File: src/rtl/demo_pkg.sv
// Shared types and constants for the demo counter designs.
package demo_pkg;

  typedef enum logic [1:0] {
    IDLE = 2'd0,
    RUN  = 2'd1,
    DONE = 2'd2
  } cnt_state_t;

  // All-ones value of a w-bit field (w up to 16).
  function automatic logic [15:0] reload_rst(input int w);
    return 16'((32'd1 << w) - 32'd1);
  endfunction

endpackage

File: src/rtl/dff_sync_n.sv
// W-bit register with synchronous active-low reset to a parameterised value.
module dff_sync_n #(
  parameter int             W       = 3,
  parameter logic [W-1:0]   RST_VAL = '0
) (
  input  logic         clk,
  input  logic         reset,
  input  logic [W-1:0] d,
  output logic [W-1:0] q
);

  always_ff @(posedge clk) begin
    if (!reset) q <= RST_VAL;
    else        q <= d;
  end

endmodule

File: src/rtl/down_cnt_timer.sv
// Loadable down-counter/timer with auto-reload and a busy/done handshake.
module down_cnt_timer
  import demo_pkg::*;
#(
  parameter int W = 3
) (
  input  logic         clk,
  input  logic         reset,
  input  logic         load,
  input  logic [W-1:0] load_val,
  input  logic         start,
  input  logic         pause,
  input  logic         auto_reload,
  output logic [W-1:0] counter,
  output logic         y,
  output logic         busy,
  output logic         done
);

  localparam logic [W-1:0] RELOAD_RST = W'(reload_rst(W));

  cnt_state_t   state, st_nxt;
  logic [W-1:0] reload_reg, cnt_nxt, rld_nxt;
  logic         y_nxt;

  dff_sync_n #(.W(W), .RST_VAL('0)) u_cnt (
    .clk(clk), .reset(reset), .d(cnt_nxt), .q(counter)
  );

  dff_sync_n #(.W(W), .RST_VAL(RELOAD_RST)) u_rld (
    .clk(clk), .reset(reset), .d(rld_nxt), .q(reload_reg)
  );

  // load beats pause, pause beats start; pause also holds IDLE/DONE.
  always_comb begin
    cnt_nxt = counter;
    rld_nxt = reload_reg;
    st_nxt  = state;
    y_nxt   = y;
    if (load) begin
      cnt_nxt = load_val;
      rld_nxt = load_val;
      st_nxt  = IDLE;
      y_nxt   = 1'b0;
    end else if (!pause) begin
      case (state)
        IDLE, DONE: begin
          if (start) begin
            cnt_nxt = reload_reg;
            st_nxt  = RUN;
            y_nxt   = (reload_reg == '0);
          end
        end
        RUN: begin
          if (counter != '0) begin
            cnt_nxt = counter - 1'b1;
            y_nxt   = (counter == W'(1));
          end else if (auto_reload) begin
            cnt_nxt = reload_reg;
            y_nxt   = (reload_reg == '0);
          end else begin
            st_nxt  = DONE;
            y_nxt   = 1'b0;
          end
        end
        default: begin
          st_nxt = IDLE;
          y_nxt  = 1'b0;
        end
      endcase
    end
  end

  always_ff @(posedge clk) begin
    if (!reset) begin
      state <= IDLE;
      y     <= 1'b0;
      busy  <= 1'b0;
      done  <= 1'b0;
    end else begin
      state <= st_nxt;
      y     <= y_nxt;
      busy  <= (st_nxt == RUN);
      done  <= (st_nxt == DONE);
    end
  end

endmodule

File: config.mk
export PLATFORM = sky130hd
export DESIGN_NAME = down_cnt_timer
export DESIGN_NICKNAME = d
export VERILOG_FILES = /design/src/rtl/demo_pkg.sv /design/src/rtl/dff_sync_n.sv /design/src/rtl/down_cnt_timer.sv
export SDC_FILE = /design/constraint.sdc
export NUM_CORES = 1
export LEC_CHECK = 0
export BUFFER_PORTS_ARGS = -buffer_cell sky130_fd_sc_hd__clkbuf_2
export CAP_MARGIN = 20
export CORE_MARGIN = 2
export CORE_UTILIZATION = 35
export DETAILED_ROUTE_END_ITERATION = 6
export PLACE_DENSITY = 0.65
export SYNTH_ARGS = -nofsm -noshare
export SYNTH_HDL_FRONTEND = slang
export SYNTH_SLANG_ARGS = --single-unit
File: constraint.sdc
create_clock -name clk -period 2 [get_ports clk]
set_input_delay 0.2 -clock clk [delete_from_list [all_inputs] [get_ports clk]]
set_output_delay 0.2 -clock clk [all_outputs]
set_load 0.1 [all_outputs]
== Yosys cells after proc, flatten, opt, wreduce, memory -nomap -nowiden ==
Cells that the tools add are included.
Word-level totals
  output and inout port bits: 6
  RAM bits: 0
  latch bits: 0
  input bits: 9
  bits in read-only memories: 0
  word-level logic and storage cells: 42
  register bits after elaboration: 11
  memories kept: 0
Cells by class
  $lt $le $gt $ge: 0
  mux-type cells: 16
  bitwise logic cells: 2
  multipliers: 0
  eq/ne operators: 9
  reduce and logical (&&, ||, !) cells: 8
  shift operators: 0
  div/mod/pow operators: 0
  add/subtract/negate cells: 1
Operators with widths (number)
  $mux 3: 5
  $mux 2: 5
  $pmux 3 s2: 1
  $reduce_bool 3->1: 2
  $eq 2x1->1 const B: 2
  $eq 2x2->1 const B: 2
  $ne 2x2->1 const B: 2
  $ne 4x4->1 const B: 1
  $pmux 2 s2: 1
  $reduce_and 4->1: 1
  $reduce_or 2->1: 2
  $eq 3x1->1 const B: 1
  $logic_not 3->1: 1
  $mux 1: 3
  $ne 3x3->1 const B: 1
  $sub 3x1->3 const B: 1
  $logic_not 2->1: 1
  $not 1->1: 2
  $pmux 1 s2: 1
  $reduce_and 2->1: 1

== Longest topological paths before layout ==
  word-level depth: 6
  depth in mapped cells: 6
  depth with buffers taken out: 6

== Hierarchy ==
Synthesis repeated with hierarchy kept, for this count alone.
Unflattened totals
  cell total of the unflattened synthesis: 82
  area total of the unflattened synthesis: 666.9 um^2
Modules (own cells, without submodules)
  down_cnt_timer: times used 1, cells each 70, area an instance 509.2 um^2
  dff_sync_n: times used 2, cells each 6, area an instance 78.8 um^2

== Worst setup path after synthesis ==
No wires, ideal clock.
  kind: reg-to-reg
  start point: register u_cnt.q[0]
  end point: register u_cnt.q[1]
  setup time: 0.073 ns
  stages on the path, launching flop included: 7
  required time: 1.927 ns
  buffers on the path: 0
  path slack: -0.551 ns
  data arrival time: 2.478 ns
  cell sequence: dfxtp_1 -> inv_1 -> ha_1 -> and4bb_1 -> a221o_1 -> a311o_1 -> o211ai_2
On the way
  cells in the longest elaborated chain, start to end: 5
  elaborated cells on any way between the ends: 8
  classes of those cells: add/sub (1); eq/ne (1); mux (4); reduce/logical (2)
RTL lines
  start, declared: RTL line dff_sync_n.sv:9  | output logic [W-1:0] q
  start signal, assigned: RTL line dff_sync_n.sv:13  | if (!reset) q <= RST_VAL;
  start signal, assigned: RTL line dff_sync_n.sv:14  | else q <= d;
  $sub 3x1->3 or $reduce_bool 3->1 (tied branches): RTL line down_cnt_timer.sv:56, down_cnt_timer.sv:55
  $mux 3: RTL line down_cnt_timer.sv:55  | if (counter != '0) begin
  $pmux 3 s2: RTL line down_cnt_timer.sv:46  | case (state)
  $mux 3: RTL line down_cnt_timer.sv:45  | end else if (!pause) begin
  $mux 3: RTL line down_cnt_timer.sv:40  | if (load) begin
Several ways; a longest one is shown, not always the timed one. The select of a mux whose other input is x is not followed.
A chain may end at the register's enable or synchronous reset.

== Final worst setup path ==
Ends and elaborated chain as after synthesis.

==> run_results.csv <==
group,metric,value,unit
sta,finalCritPeriodShare,90.2,%
synthesis,synth_cells,71,
cts,htree_levels,1,
sta,drv_slew,0,
synthesis,seq_area_frac_synth,35.3,%
power_and_ir_drop,cell_internal_pwr,0.348,mW
route,wl_per_cell,11.1,um
layout,num-fill-cells,180,
power_and_ir_drop,powerDensity,698,nW/um^2
sta,fin_setup_tns,0,ps
cts,clockRootBuffer,"clkbuf_4",
synthesis,async_flop_share,0,%
grt,antenna_found_initial,0,
grt,grt-ovfl-total,0,
route,vias,563,
layout,synthToLayoutAreaGrowth,20.6,%
floorplan,fp.dieH,46.2,um
job,drv_cap,0,
synthesis,syn_area_per_cell,8.79,um^2
sta,tightest_slew,543,ps
route,drc,0,
sta,max_slew_margin,64.0,%
floorplan,fp.dieW,46.2,um
grt,grt_use_total,14.9,%
layout,final_layout_size_suffix_gt1_share,29.9,%
synthesis,synth_common_cells,"dfxtp_1, a21oi_1, nand2_1",
synthesis,synth-xor-area-share,0,%
grt,grt_max_degree,10,
grt,grt_pass1_vias,563,
synthesis,synthFlopType,"dfxtp_1",
setup_path,worstPathRequired,2200,ps
floorplan,initial_utilization,36.6,%
sta,min_period,1800,ps
synthesis,synth_compound_area_share,23.6,%
cts,post_cts_resized,0,
min_path,hp-class,"input pin to flip-flop",
cts,cts_sinks,11,
synthesis,netlist.area_leader.share,35.3,%
layout,nets,100,
setup_path,worstSetupEndpoint,"u_cnt.q[1]",
setup_path,rrSetupSlack,200,ps
sta,skew,4.71,ps
setup_path,crit_type,"flip-flop to flip-flop",
placed_design,place.gp.congestion,0.809,
floorplan,coreArea,1710,um^2
power_and_ir_drop,p_switching,0.177,mW
power_and_ir_drop,share_comb_of_total_power,25.6,%
power_and_ir_drop,clkPwrFrac,28.7,%
cts,cts_setup_buffers,0,
layout,regArea,229,um^2
setup_path,start_kind,"flip-flop",
synthesis,synthesis.nets,83,
synthesis,synth_most_common_cell,"dfxtp_1",
synthesis,yosys_register_bits,11,
placed_design,io_buffers,14,
synthesis,ys_types,32,
cts,clock_latency,270,ps
setup_path,critPathCaptureType,"flip-flop",
synthesis,yosysWarnings,0,
cts,numCtsBuffers,3,
setup_path,r2r_cells,6,
route,wirelength,1240,um
route,dr.pass1.iters,3,
setup_path,timing.rr.start,"u_cnt.q[0]",
setup_path,reg2reg_to,"u_cnt.q[1]",
sta,max_freq,554,MHz
cts,cts_tree,"built",
sta,final-setup-viol-count,0,
synthesis,synthAdderAreaFrac,6.01,%
layout,num_antenna_cells,0,
sta,hold_viol_final,0,
setup_path,critPathMaxFanout,5,
power_and_ir_drop,swShare,33.7,%
route,antenna_left,0,
route,drt_iter0_drc,6,
power_and_ir_drop,p_leak,0.334,nW
floorplan,io_pins,15,
placed_design,dp_hpwl,977,um
synthesis,yosysTopAreaCell,"dfxtp_1",
setup_path,startpoint,"u_cnt.q[0]",
power_and_ir_drop,vdd_drop_max,0.342,mV
layout,fin_util,44.1,%
layout,multiInputGateArea,382,um^2
synthesis,synthSimpleGateAreaFrac,23.2,%
route,routed_via_density,5.03,
cts,hold_buffers,0,
synthesis,synthesis.area,624,um^2
grt,grt_pass1_wl,2250,um
synthesis,yosys-top-cells-area,"dfxtp_1, mux2i_1, ha_1",
sta,hold_slack,155,ps
cts,clock_path_buffers,2,
floorplan,rows,15,
synthesis,muxShareOfSynthArea,8.22,%
synthesis,synth_top_family_by_area,"compound AO/OA/AOI/OAI gates",
cts,clk_pin_slew,70,ps
floorplan,die-area,2140,um^2
sta,rsz0062_at_grt,"no",
setup_path,crit_arrival,2000,ps
power_and_ir_drop,power_frac_seq,45.7,%
synthesis,synth_edf_count,0,
status,status,"complete, no violations",
cells by family (layout without fill, tap and decap cells):
family,Yosys count,in the layout
simple gates,25,25
flops,11,11
compound gates,21,21
fa+ha+maj,3,3
buf+inv,6,22
mux,5,5
cells in the final DEF (no fill, tap or decap), types with 2 or more instances in the layout:
| cell type | count |
|---|---|
| ha_1 | 3 |
| dfxtp_1 | 8 |
| nand3_1 | 3 |
| clkbuf_2 | 14 |
| clkbuf_4 | 3 |
| mux2i_1 | 4 |
| nand2_1 | 6 |
| dfxtp_4 | 2 |
| o21ai_1 | 2 |
| nand2b_2 | 2 |
| nor2_1 | 3 |
| inv_1 | 3 |
| a21oi_1 | 6 |
| o21ai_0 | 2 |
| a2bb2oi_1 | 2 |
| nand2b_1 | 3 |
through the flow:
stage          setup WS (ps)  cells  total power, mW  cell area [um^2]
2_1_floorplan           3.45     71            0.350               633
3_3_place_gp             229    108            0.379               727
3_5_place_dp             210    108            0.380               727
4_1_cts                  189    112            0.537               753
5_1_grt                 91.2    112            0.562               753
6_report                 195    112            0.526               753
layer usage:
metal	global-route usage [%]	wire length, um	part of all wire [%]
met1	17.6	585	47
met2	23.3	584	47
met3	2.35	29	2.3
met4	12.6	44	3.5
met5	0	0	0
state kept, by name, indices dropped and copies added (netlist names):
signal,flops
u_cnt.q,3
u_rld.q,3
state,2
busy,1
done,1
y,1
how the worst min path moves through the flow:
stage | slack (ps) | cells past startpoint | startpoint | end
6_report | 150 | 3 | load_val[0] | u_rld.q[0]
5_1_grt | 170 | 2 | reset | u_rld.q[1]
4_1_cts | 140 | 3 | load_val[0] | u_rld.q[0]
3_5_place_dp | 430 | 3 | load_val[0] | u_rld.q[0]
3_3_place_gp | 430 | 3 | load_val[0] | u_rld.q[0]
2_1_floorplan | 260 | 1 | reset | u_rld.q[0]
final cells by class:
class                           count  area share, %
Sequential cell                    11           30.4
Inverter                            4           1.99
Timing Repair Buffer               14           9.30
Tap cell                           25           4.15
Clock buffer                        4           3.49
Multi-Input combinational cell     54           50.7
power groups by stage:
stage,clock (mW),combinational [mW],sequential (mW)
3_5_place_dp,0,0.134,0.245
2_1_floorplan,0,0.0598,0.291
3_3_place_gp,0,0.134,0.245
4_1_cts,0.162,0.135,0.240
5_1_grt,0.172,0.148,0.242
6_report,0.151,0.135,0.240
worst max-delay path: stages, from the launching register on:
cell	delay, ps
dfxtp_4	360
inv_2	40
ha_1	230
and4bb_1	220
a221o_1	410
a311o_1	350
o211ai_2	120
Power figures use the tool's default switching activity.
